[src/rtl/div_seq_ctrl_if.sv]
// div_seq_ctrl_if: operand request and result bundle of the sequential divider
interface div_seq_ctrl_if #(parameter int M = 4);
  logic start;
  logic [M-1:0] expresionA, expresionB, cociente, residuo;
  logic busy, done, carry, cero;
  modport master(output start, expresionA, expresionB, input cociente, residuo, busy, done, carry, cero);
  modport slave(input start, expresionA, expresionB, output cociente, residuo, busy, done, carry, cero);
endinterface

[src/rtl/div_seq_ctrl.sv]
// div_seq_ctrl: restoring divider producing one quotient bit per clock, results held until the next completion
module div_seq_ctrl #(parameter int M = 4) (
  input logic clk,
  input logic rst,
  div_seq_ctrl_if.slave bus
);
  localparam int CW = $clog2(M);
  typedef enum logic [1:0] {IDLE, RUN, FIN} state_t;
  state_t state, nxt;
  logic [M-1:0] dvd, dvs, q, q_nx, r, r_nx;
  logic [M:0] r_sh;
  logic [CW-1:0] cnt;
  logic ge, last, go, zdiv;
  // r stays below the divisor, so only the shifted value needs the extra bit
  always_comb begin
    go = state == IDLE && bus.start;
    zdiv = bus.expresionB == '0;
    last = cnt == '0;
    r_sh = {r, dvd[M-1]};
    ge = r_sh >= {1'b0, dvs};
    r_nx = ge ? M'(r_sh - {1'b0, dvs}) : r_sh[M-1:0];
    q_nx = {q[M-2:0], ge};
    bus.busy = state == RUN;
    bus.done = state == FIN;
    nxt = state;
    if (go) nxt = zdiv ? FIN : RUN;
    else if (state == RUN && last) nxt = FIN;
    else if (state == FIN) nxt = IDLE;
  end
  always_ff @(posedge clk)
    state <= rst ? IDLE : nxt;
  always_ff @(posedge clk)
    if (rst) begin
      dvd <= '0;
      dvs <= '0;
      r <= '0;
      q <= '0;
      cnt <= '0;
      bus.cociente <= '0;
      bus.residuo <= '0;
      bus.carry <= 1'b0;
      bus.cero <= 1'b0;
    end else begin
      if (go && !zdiv) begin
        dvd <= bus.expresionA;
        dvs <= bus.expresionB;
        r <= '0;
        q <= '0;
        cnt <= CW'(M - 1);
      end
      if (go && zdiv) begin
        bus.cociente <= '1;
        bus.residuo <= bus.expresionA;
        bus.carry <= 1'b1;
        bus.cero <= 1'b0;
      end
      if (state == RUN) begin
        dvd <= dvd << 1;
        r <= r_nx;
        q <= q_nx;
        cnt <= cnt - 1'b1;
      end
      if (state == RUN && last) begin
        bus.cociente <= q_nx;
        bus.residuo <= r_nx;
        bus.carry <= 1'b0;
        bus.cero <= q_nx == '0;
      end
    end
endmodule
[src/flat_wrapper.sv]
// flat-port wrapper written by rule: the top's interface ports become plain ports
module div_seq_ctrl_flat 
#(parameter int M = 4)
  (clk, rst, bus_start, bus_expresionA, bus_expresionB, bus_cociente, bus_residuo, bus_busy, bus_done, bus_carry, bus_cero);
  div_seq_ctrl_if #(.M(M)) bus_i ();
  input logic clk;
  input logic rst;
  input wire logic [$bits(bus_i.start)-1:0] bus_start;
  input wire logic [$bits(bus_i.expresionA)-1:0] bus_expresionA;
  input wire logic [$bits(bus_i.expresionB)-1:0] bus_expresionB;
  output wire logic [$bits(bus_i.cociente)-1:0] bus_cociente;
  output wire logic [$bits(bus_i.residuo)-1:0] bus_residuo;
  output wire logic [$bits(bus_i.busy)-1:0] bus_busy;
  output wire logic [$bits(bus_i.done)-1:0] bus_done;
  output wire logic [$bits(bus_i.carry)-1:0] bus_carry;
  output wire logic [$bits(bus_i.cero)-1:0] bus_cero;
  assign bus_i.start = bus_start;
  assign bus_i.expresionA = bus_expresionA;
  assign bus_i.expresionB = bus_expresionB;
  assign bus_cociente = bus_i.cociente;
  assign bus_residuo = bus_i.residuo;
  assign bus_busy = bus_i.busy;
  assign bus_done = bus_i.done;
  assign bus_carry = bus_i.carry;
  assign bus_cero = bus_i.cero;
  div_seq_ctrl #(.M(M)) u_core (.clk(clk), .rst(rst), .bus(bus_i));
endmodule
[config.mk]
export PLATFORM = sky130hd
export DESIGN_NAME = div_seq_ctrl_flat
export DESIGN_NICKNAME = d
export VERILOG_FILES = /design/src/rtl/div_seq_ctrl_if.sv /design/src/rtl/div_seq_ctrl.sv /design/src/flat_wrapper.sv
export SDC_FILE = /design/constraint.sdc
export NUM_CORES = 1
export LEC_CHECK = 0
export ABC_AREA = 1
export CORE_MARGIN = 4
export CORE_UTILIZATION = 47
export CTS_BUF_LIST = sky130_fd_sc_hd__clkbuf_4
export CTS_CLUSTER_DIAMETER = 60
export CTS_CLUSTER_SIZE = 20
export DETAILED_ROUTE_END_ITERATION = 16
export GPL_TIMING_DRIVEN = 0
export PLACE_DENSITY = 0.81
export SETUP_SLACK_MARGIN = 0.05
export SLEW_MARGIN = 20
export SYNTH_ARGS = -nofsm -noshare
export SYNTH_HDL_FRONTEND = slang
export SYNTH_SLANG_ARGS = --single-unit
[constraint.sdc]
create_clock -name clk -period 1.4 [get_ports clk]
set_input_delay 0.28 -clock clk [delete_from_list [all_inputs] [get_ports clk]]
set_output_delay 0.28 -clock clk [all_outputs]
set_load 0.1 [all_outputs]
-- After elaboration in Yosys (flattened, before gate mapping)
Cells that the tools add are included.
- shift operators: 0
- divide/modulo/power cells: 0
- reduce and logical (&&, ||, !) cells: 14
- multipliers: 0
- eq/ne operators: 2
- add/sub/neg operators: 2
- bitwise operators: 0
- mux-type cells: 18
- order comparisons: 1
- operators by type and width (kind ; count):
    4-bit 2-to-1 mux ; 9
    2-bit 2-to-1 mux ; 6
    4-bit zero test ; 2
    5-bit by 4-bit greater-or-equal comparator with 1-bit output ; 1
    1-bit logical AND ; 4
    2-bit zero test ; 2
    2-bit nonzero test ; 2
    2-bit OR reduction ; 2
    4-bit subtractor ; 1
    3-bit 2-to-1 mux ; 1
    3-bit nonzero test ; 1
    2-bit by 1-bit == test with 1-bit output, second input constant ; 1
    2-bit == test, second input constant ; 1
    1-bit 2-to-1 mux ; 2
    2-bit by 1-bit subtractor with 2-bit output, second input constant ; 1
    1-bit zero test ; 1
- bits of input ports: 11
- logic and storage cells: 48
- memories kept: 0
- output and inout port bits: 12
- bits in writable memories: 0
- latch bits: 0
- register bits: 29
- bits in read-only memories: 0

-- Longest topological paths before layout
Gate-level depths: netlist (run 1).
- word-level depth: 5
- gate-level depth with buffers: 11
- mapped depth without buffers: 11

-- Worst setup path before layout (run 1)
OpenSTA, ideal clock, no wires.
- kind: flip-flop to output port
- from: register u_core.state[1]
- to: output bus_done
- data required time: 1.120 ns
- cell stages (with the launch flop): 3
- path buffers: 0
- data arrival time: 1.687 ns
- slack: -0.567 ns
- path through: dfxtp_1 -> inv_1 -> nor2_1
- longest elaborated chain between the ends: 1
- RTL lines (item ; RTL line ; text):
    start: declaration ; div_seq_ctrl.sv:9 ; state_t state, nxt;
    start signal: assignment ; div_seq_ctrl.sv:31 ; state <= rst ? IDLE : nxt;
    2-bit == test ; div_seq_ctrl.sv:24 ; bus.done = state == FIN;
    end: declaration ; flat_wrapper.sv:14 ; output wire logic [$bits(bus_i.done)-1:0] bus_done;
No other way between the ends.

-- Worst setup path in the final report (run 1)
- from: register u_core.dvd[3]
- to: register u_core.bus.residuo[1]
- longest elaborated chain between the ends: 3
- elaborated cells between the ends (all ways): 4
- classes of those cells: 1 x add/sub; 1 x order compare; 2 x mux
- RTL lines (item ; RTL line ; text):
    start: declaration ; div_seq_ctrl.sv:10 ; logic [M-1:0] dvd, dvs, q, q_nx, r, r_nx;
    start signal: assignment ; div_seq_ctrl.sv:45 ; dvd <= bus.expresionA;
    start signal: assignment ; div_seq_ctrl.sv:58 ; dvd <= dvd << 1;
    4-bit subtractor or 5-bit by 4-bit greater-or-equal comparator with 1-bit output (tied branches) ; div_seq_ctrl.sv:21, div_seq_ctrl.sv:20 ;
    4-bit 2-to-1 mux * ; div_seq_ctrl.sv:21 ; r_nx = ge ? M'(r_sh - {1'b0, dvs}) : r_sh[M-1:0];
    4-bit 2-to-1 mux * ; div_seq_ctrl.sv:63 ; if (state == RUN && last) begin
    end signal: assignment ; div_seq_ctrl.sv:53 ; bus.residuo <= bus.expresionA;
    end signal: assignment ; div_seq_ctrl.sv:65 ; bus.residuo <= r_nx;
    end: declaration ; div_seq_ctrl_if.sv:7 ; modport slave(input start, expresionA, expresionB, output cociente, residuo, busy, done, carry, cero);
Mark *: on every way between the ends. The rest lies on a longest branch, timed or not.
A chain may end at the register's enable or synchronous reset.

==> results of run 1 <==
sequential cells by signal, summed over array words and instances, names as in the netlist:
register / count
u_core.q: 3
u_core.dvd: 4
u_core.state: 2
u_core.r: 4
u_core.bus.carry: 1
u_core.bus.residuo: 4
u_core.dvs: 4
u_core.cnt: 2
u_core.bus.cero: 1
u_core.bus.cociente: 4
stage by stage:
stage / worst slack, ns / cell area, sq um / util [%]
after floorplan: 0.0409 / 1460 / -
after global placement: -0.883 / 1720 / 61.2
after detailed placement: -0.887 / 1720 / 61.2
after CTS: -0.0705 / 1920 / 68.3
after global routing: -0.167 / 2060 / 73.6
final: -0.0727 / 2060 / 73.6
area by class of cell:
class	count	area (sq um)
fill	211	742
clock inverter	2	33.8
inverter	32	143
multi-input combinational	128	856
buffer	3	18.8
clock buffer	6	45.0
timing repair buffer	36	328
tap	31	38.8
sequential	29	601
path summary, 6_finish.rpt:
kind	start	end	depth (start not counted)
worst max-delay path	u_core.dvd[3]$_SDFFE_PP0P_	u_core.bus.residuo[1]$_SDFFE_PP0P_	8
worst min-delay path	u_core.dvs[3]$_SDFFE_PP0P_	u_core.dvs[3]$_SDFFE_PP0P_	2
worst max register to register	u_core.dvd[3]$_SDFFE_PP0P_	u_core.bus.residuo[1]$_SDFFE_PP0P_	8
worst min register to register	u_core.dvs[3]$_SDFFE_PP0P_	u_core.dvs[3]$_SDFFE_PP0P_	2
report_power, final:
part | total, uW | internal, uW | switching, uW | leakage [uW]
Clock | 685 | 391 | 294 | 0.0000433
Combinational | 1850 | 671 | 1180 | 0.000601
Sequential | 1050 | 956 | 93.1 | 0.000242
logic make-up (layout without fill, tap and decap cells):
family,Yosys count,count (layout),synth area share [%]
AOI/OAI and AO/OA,36,36,13.8
xor gates and xnor gates,1,1,0.625
adders and majority gates,6,6,5.89
buffers and inverters,35,79,10.2
DFF,29,29,41.4
and+or+nand+nor,85,85,28.1
per-layer routing:
layer | up-vias | wire length [um]
met2 | 33 | 1820
met3 | 7 | 175
met5 | - | 0
met4 | 0 | 53
li1 | 708 | -
met1 | 629 | 1560
layout by cell type (no fill, tap or decap), types with 4 or more instances in the layout:
| cell | instances |
|---|---|
| a21oi_1 | 11 |
| a21oi_2 | 5 |
| buf_4 | 22 |
| clkbuf_4 | 6 |
| clkdlybuf4s50_1 | 10 |
| dfxtp_1 | 19 |
| dfxtp_2 | 7 |
| inv_1 | 19 |
| inv_2 | 8 |
| nand2_1 | 37 |
| nand2_2 | 6 |
| nand3_1 | 9 |
| nand3_2 | 6 |
| nor2_1 | 12 |
| nor2_4 | 4 |
| o21ai_0 | 9 |
| o21ai_1 | 4 |
repair_timing:
item                       in CTS  in global routing
pin swaps                      11                 10
buffers inserted                9                  5
setup endpoints to repair      26                 23
gates resized for setup        98                 34
worst min-delay path, cell delays in order (launching register included):
cell,delay (ns)
dfxtp_1,0.32
nand2_1,0.06
a21oi_1,0.05
==> impl_results.md, run 1 <==
- CP Data Required Time: 1.67 ns
- Chip height: 62.6 um
- VDD IR max: 1190 uV
- CP delay by family, top: adder cells
- Routed WL per cell: 13.5 um
- CTS tree: yes
- Mean Syn Cell Area: 7.31 sq um
- Remaining Overflow, GRT: 0
- CTS H-tree depth: 2
- Hold Vio Cnt, Final: 0
- Vias: 1377
- Drt first-iter violations: 64
- Clock period minus worst slack: 1.47 ns
- Slowest stage delay, CP: 0.53 ns
- Worst-path cell chain: inv_2 -> ha_4 -> inv_2 -> fa_2 -> inv_2 -> nand2_2 -> nand3_2 -> a21oi_2
- Die ar.: 3920 sq um
- Status: finished, violations left
- Number of I/O pins: 23
- Yosys warns: 0
- Routed WL: 3.61 mm
- Cts hold-fix bufs: 0
- Endpoints failing setup: 10
- Yosys cell types: 26
- Clock-pin slew on the worst setup and hold paths: 0.10 ns
- Crit path max fanout: 2
- Final Wtd Congestion: 0.828
- Largest net degree at the start of global routing: 11
- Relative slew slack: 65.8%
- Pre-Repair DR Iteration Count: 4
- Crit path kind: reg2reg
- Final net count: 252
- Reg2Reg Setup Slack: -0.07 ns
- Tot Pwr: 3590 uW
- Slowest cell on the critical path: fa_2
- CP endpoint kind: flip-flop
- FP Rows: 19
- Slew Limit Fails: 0
- DRC: 0
- Clk sink count: 29
- Total negative slack: -0.440 ns
- Leakage power: 0.000887 uW
- Gr busiest metal: met2
- Post-DP HPWL: 2.27 mm
- Clk root buf: clkbuf_4
- Failing checks: setup timing
- Synth Flop Type: dfxtp_1
- Met2 Track Usage GR: 30.1%
- Yosys reg bits: 29
- N_diodes: 0
- First-pass GRT wire length: 5.80 mm
- Clock latency on the worst-skew pair: 0.33 ns
- Share of layout cells above drive strength 1: 39.8%
- Final Skew: 0.00914 ns
- Area contributors post-synth: dfxtp_1, nand2_1, inv_1, a21oi_1, nand3_1
- Initial Utilization: 50.0%
- Post-synth ARST share: 0%
- Met1 GRT Util: 23.7%
- HP Class: reg2reg
- Total clock buffers created by CTS: 5
- Post-synth EDFFs: 0
- Most frequent CP cell: inv_2
- Routed vias/inst: 5.16
- CP arrival: 1.74 ns
- Maximum clock path buffer count: 2
- Antenna violations before repair: 0
- Met3 Use GR: 5.58%
- Max Cap Viol: 0
- Total track usage: 18.6%
- Non-filler instance count after layout: 267
- Worst setup margin: -0.0727 ns
- Die W: 62.6 um
- Final hold slack: 0.467 ns
- Sequential-to-total area share from yosys stat: 41.4%
- RSZ-0062 raised after global routing: true
- Buf/Inv on CP: 3
- Mapped Area: 1400 sq um
- CP Launch Type: flip-flop
- Area share of the largest cell type after synthesis: 41.4%
- Remaining antenna violation count: 0
- Post-synthesis cell count: 192
- Top post-synthesis cells by count: nand2_1, dfxtp_1, inv_1
- Pwr dens: 1740 nW/um^2
- Synth-to-layout area growth: 47.1%
- Tcrit/Tclk final: 105%
- Syn nets: 209
- Number of global-route vias before repair: 1261
- Worst Max-Slew Pin Slew: 0.512 ns
- Core footprint: 2810 sq um
- Placed Instances: 245
- Cell with the most instances after synthesis: nand2_1
- PortBufs: 22
- Peak Freq: 679 MHz
- Cell taking the most area after synthesis: dfxtp_1
Note: power is estimated with default switching activity, not from simulation.
==> run 2: changes to the inputs <==
PLACE_DENSITY = 0.79   (was 0.81)
TNS_END_PERCENT = 5   (was unset)
clock period = 1.61 ns   (was 1.4 ns; I/O delays follow)
==> run 2 against run 1 <==
Compared with the run above:
- the run now ends clean
- via count decreased by 3.1%
- clock skew increased by 0.0083 ns
- critical endpoint is now bus_busy
- critical path depth decreased by 4
- first-iteration DRC count decreased by 25%
==> impl_results.md, run 2 (same netlist as run 1, synthesis figures left out) <==
- Status: finished, final reports clean
- FP Rows: 19 (unchanged)
- CTS H-tree depth: 2 (unchanged)
- Filler cells: 247 (+17%)
- Initial Utilization: 50.0% (unchanged)
- CP endpoint kind: output port
- Maximum clock path buffer count: 2 (unchanged)
- Remaining antenna violation count: 0 (unchanged)
- N_diodes: 0 (unchanged)
- Most frequent cells in the layout: nand2_1, inv_1, dfxtp_1, nor2_1, nand3_1
- First-pass GRT wire length: 5.44 mm (-6.3%)
- Largest net degree at the start of global routing: 11 (unchanged)
- Slowest cell on the critical path: dfxtp_2
- Final Skew: 0.0174 ns (+0.00825 ns)
- Crit path kind: reg2out
- Clock-pin slew on the worst setup and hold paths: 0.09 ns (about the same)
- Routed WL per cell: 13.1 um (-3.1%)
- Final net count: 243 (-3.6%)
- Reg2Reg Launch Point: u_core.dvd[3]$_SDFFE_PP0P_
- VDD IR max: 749 uV (-37%)
- Total negative slack: 0 ns (+0.440 ns)
- Tcrit/Tclk final: 97.0%
- Worst Max-Slew Pin Slew: 0.549 ns (+0.0365 ns)
- CP Data Required Time: 1.29 ns (-0.38 ns)
- Cts hold-fix bufs: 0 (unchanged)
- Clock period minus worst slack: 1.56 ns
- Hold path startpoint: u_core.bus.cero$_SDFFE_PP0P_
- CP arrival: 1.24 ns (-0.50 ns)
- Vias: 1334 (-3.1%)
- Clk sink count: 29 (unchanged)
- PortBufs: 22 (unchanged)
- Clk root buf: clkbuf_4
- Die W: 62.6 um (unchanged)
- Chip height: 62.6 um (unchanged)
- Die ar.: 3920 sq um (unchanged)
- Synth-to-layout area growth: 32.5%
- Relative slew slack: 63.6% (-2.3 points)
- CP Launch Type: flip-flop
- Pre-Repair DR Iteration Count: 4 (unchanged)
- Total track usage: 17.1% (-1.5 points)
- Leakage power: 0.000818 uW (-7.7%)
- R2R depth: 8 (unchanged)
- Register area: 587 sq um (-2.3%)
- Core footprint: 2810 sq um (unchanged)
- Clock latency on the worst-skew pair: 0.33 ns (about the same)
- DRC: 0 (unchanged)
- RR Endpoint: u_core.r[1]$_SDFFE_PP0P_
- Pwr dens: 1440 nW/um^2 (-17%)
- RSZ-0062 raised after global routing: true
- Remaining Overflow, GRT: 0 (unchanged)
- Tot Pwr: 2670 uW (-26%)
- CTS tree: yes
- Hold Vio Cnt, Final: 0 (unchanged)
- Final Wtd Congestion: 0.871 (+5.2%)
- WHS Endpoint: u_core.bus.cero$_SDFFE_PP0P_
- HP Class: reg2reg
- Max Cap Viol: 0 (unchanged)
- Routed WL: 3.38 mm (-6.3%)
- Number of global-route vias before repair: 1273 (+0.95%)
- Peak Freq: 640 MHz
- Endpoints failing setup: 0 (-10)
- Hold depth: 2 (unchanged)
- Slowest stage delay, CP: 0.35 ns (-0.18 ns)
- Number of I/O pins: 23 (unchanged)
- Routed vias/inst: 5.17 (+0.26%)
- Total clock buffers created by CTS: 5 (unchanged)
- Antenna violations before repair: 0 (unchanged)
- Share of layout cells above drive strength 1: 26.0% (-14 points)
- Worst-path cell chain: inv_2 -> nor2_4 -> buf_8 -> buf_12
- Multi-input logic area: 772 sq um (-9.8%)
- Slew Limit Fails: 0 (unchanged)
- Commonest non-fill, non-tap cell in the layout: nand2_1
- Crit path max fanout: 6 (+4)
- Reg2Reg Setup Slack: 0.09 ns (+0.16 ns)
- Drt first-iter violations: 48 (-25%)
- Post-DP HPWL: 2.30 mm (+1.6%)
==> run 2: cell count changes in the layout (fill, tap and decap cells not counted), sizes merged <==
| cell | before | now |
|---|---|---|
| clkdlybuf4s15 | 0 | 6 |
| clkbuf | 8 | 7 |
| clkinv | 3 | 4 |
| bufinv | 1 | 0 |
| inv | 30 | 31 |
| clkdlybuf4s18 | 0 | 1 |
| buf | 27 | 11 |
==> run 2: how the worst max path moves through the flow <==
stage | startpoint | end | slack (ns) | depth (start not counted)
final | u_core.state[0]$_SDFFE_PP0P_ | bus_busy | 0.05 | 4
after floorplan | u_core.state[1]$_SDFFE_PP0P_ | bus_done | 0.06 | 2
after CTS | u_core.state[0]$_SDFFE_PP0P_ | bus_busy | -0.1 | 4
after global placement | u_core.state[0]$_SDFFE_PP0P_ | bus_busy | -0.74 | 4
after detailed placement | u_core.state[0]$_SDFFE_PP0P_ | bus_busy | -0.76 | 4
after global routing | u_core.dvs[1]$_SDFFE_PP0P_ | u_core.r[3]$_SDFFE_PP0P_ | -0.02 | 11
==> run 2: per-stage QoR <==
stage	hold WS (ns)	area [sq um]	util, %	setup slack (ns)	instances
global route	0.495	1860	66.2	-0.0183	258
global placement	0.450	1660	59.3	-0.743	245
CTS	0.471	1730	61.6	-0.0961	253
detailed placement	0.458	1660	59.3	-0.756	245
floorplan	0.440	1410	-	0.0620	192
finish	0.467	1860	66.2	0.0483	258
==> run 2: repair_timing <==
| item | 4_1_cts | 5_1_grt |
|---|---|---|
| gates resized for setup | 54 | 26 |
| setup buffers | 0 | 5 |
| endpoints found under the setup margin | 18 | 20 |
| pin swaps | 1 | 6 |
==> run 2: layer usage <==
metal / GRT usage (%) / vias to the layer above / part of all wire, %
li1: - / 683 / -
met1: 21.6 / 613 / 47
met2: 27.2 / 31 / 47
met3: 5.40 / 7 / 4.1
met4: 6.61 / 0 / 1.4
met5: 0 / - / 0
==> run 2: area by class of cell <==
cell class              instances  area share [%]
multi-input cells             128            41.5
plain buffers                   3            1.21
repair buffers                 27            13.9
clock inverters                 3           0.673
well taps                      31            2.09
flip-flops and latches         29            31.6
inverters                      32            7.00
clock buffers                   5            2.02
==> run 2: power by group <==
part	leakage [uW]	internal (uW)	switching, uW
Sequential	0.000239	825	73.1
Combinational	0.000549	439	925
Clock	0.0000300	157	254
==> run 2: worst max-delay path, delay by kind of cell (launching register included) <==
family / cells / cell delay, ns
buf+inv: 3 / 0.36
flops: 1 / 0.35
simple gates: 1 / 0.19
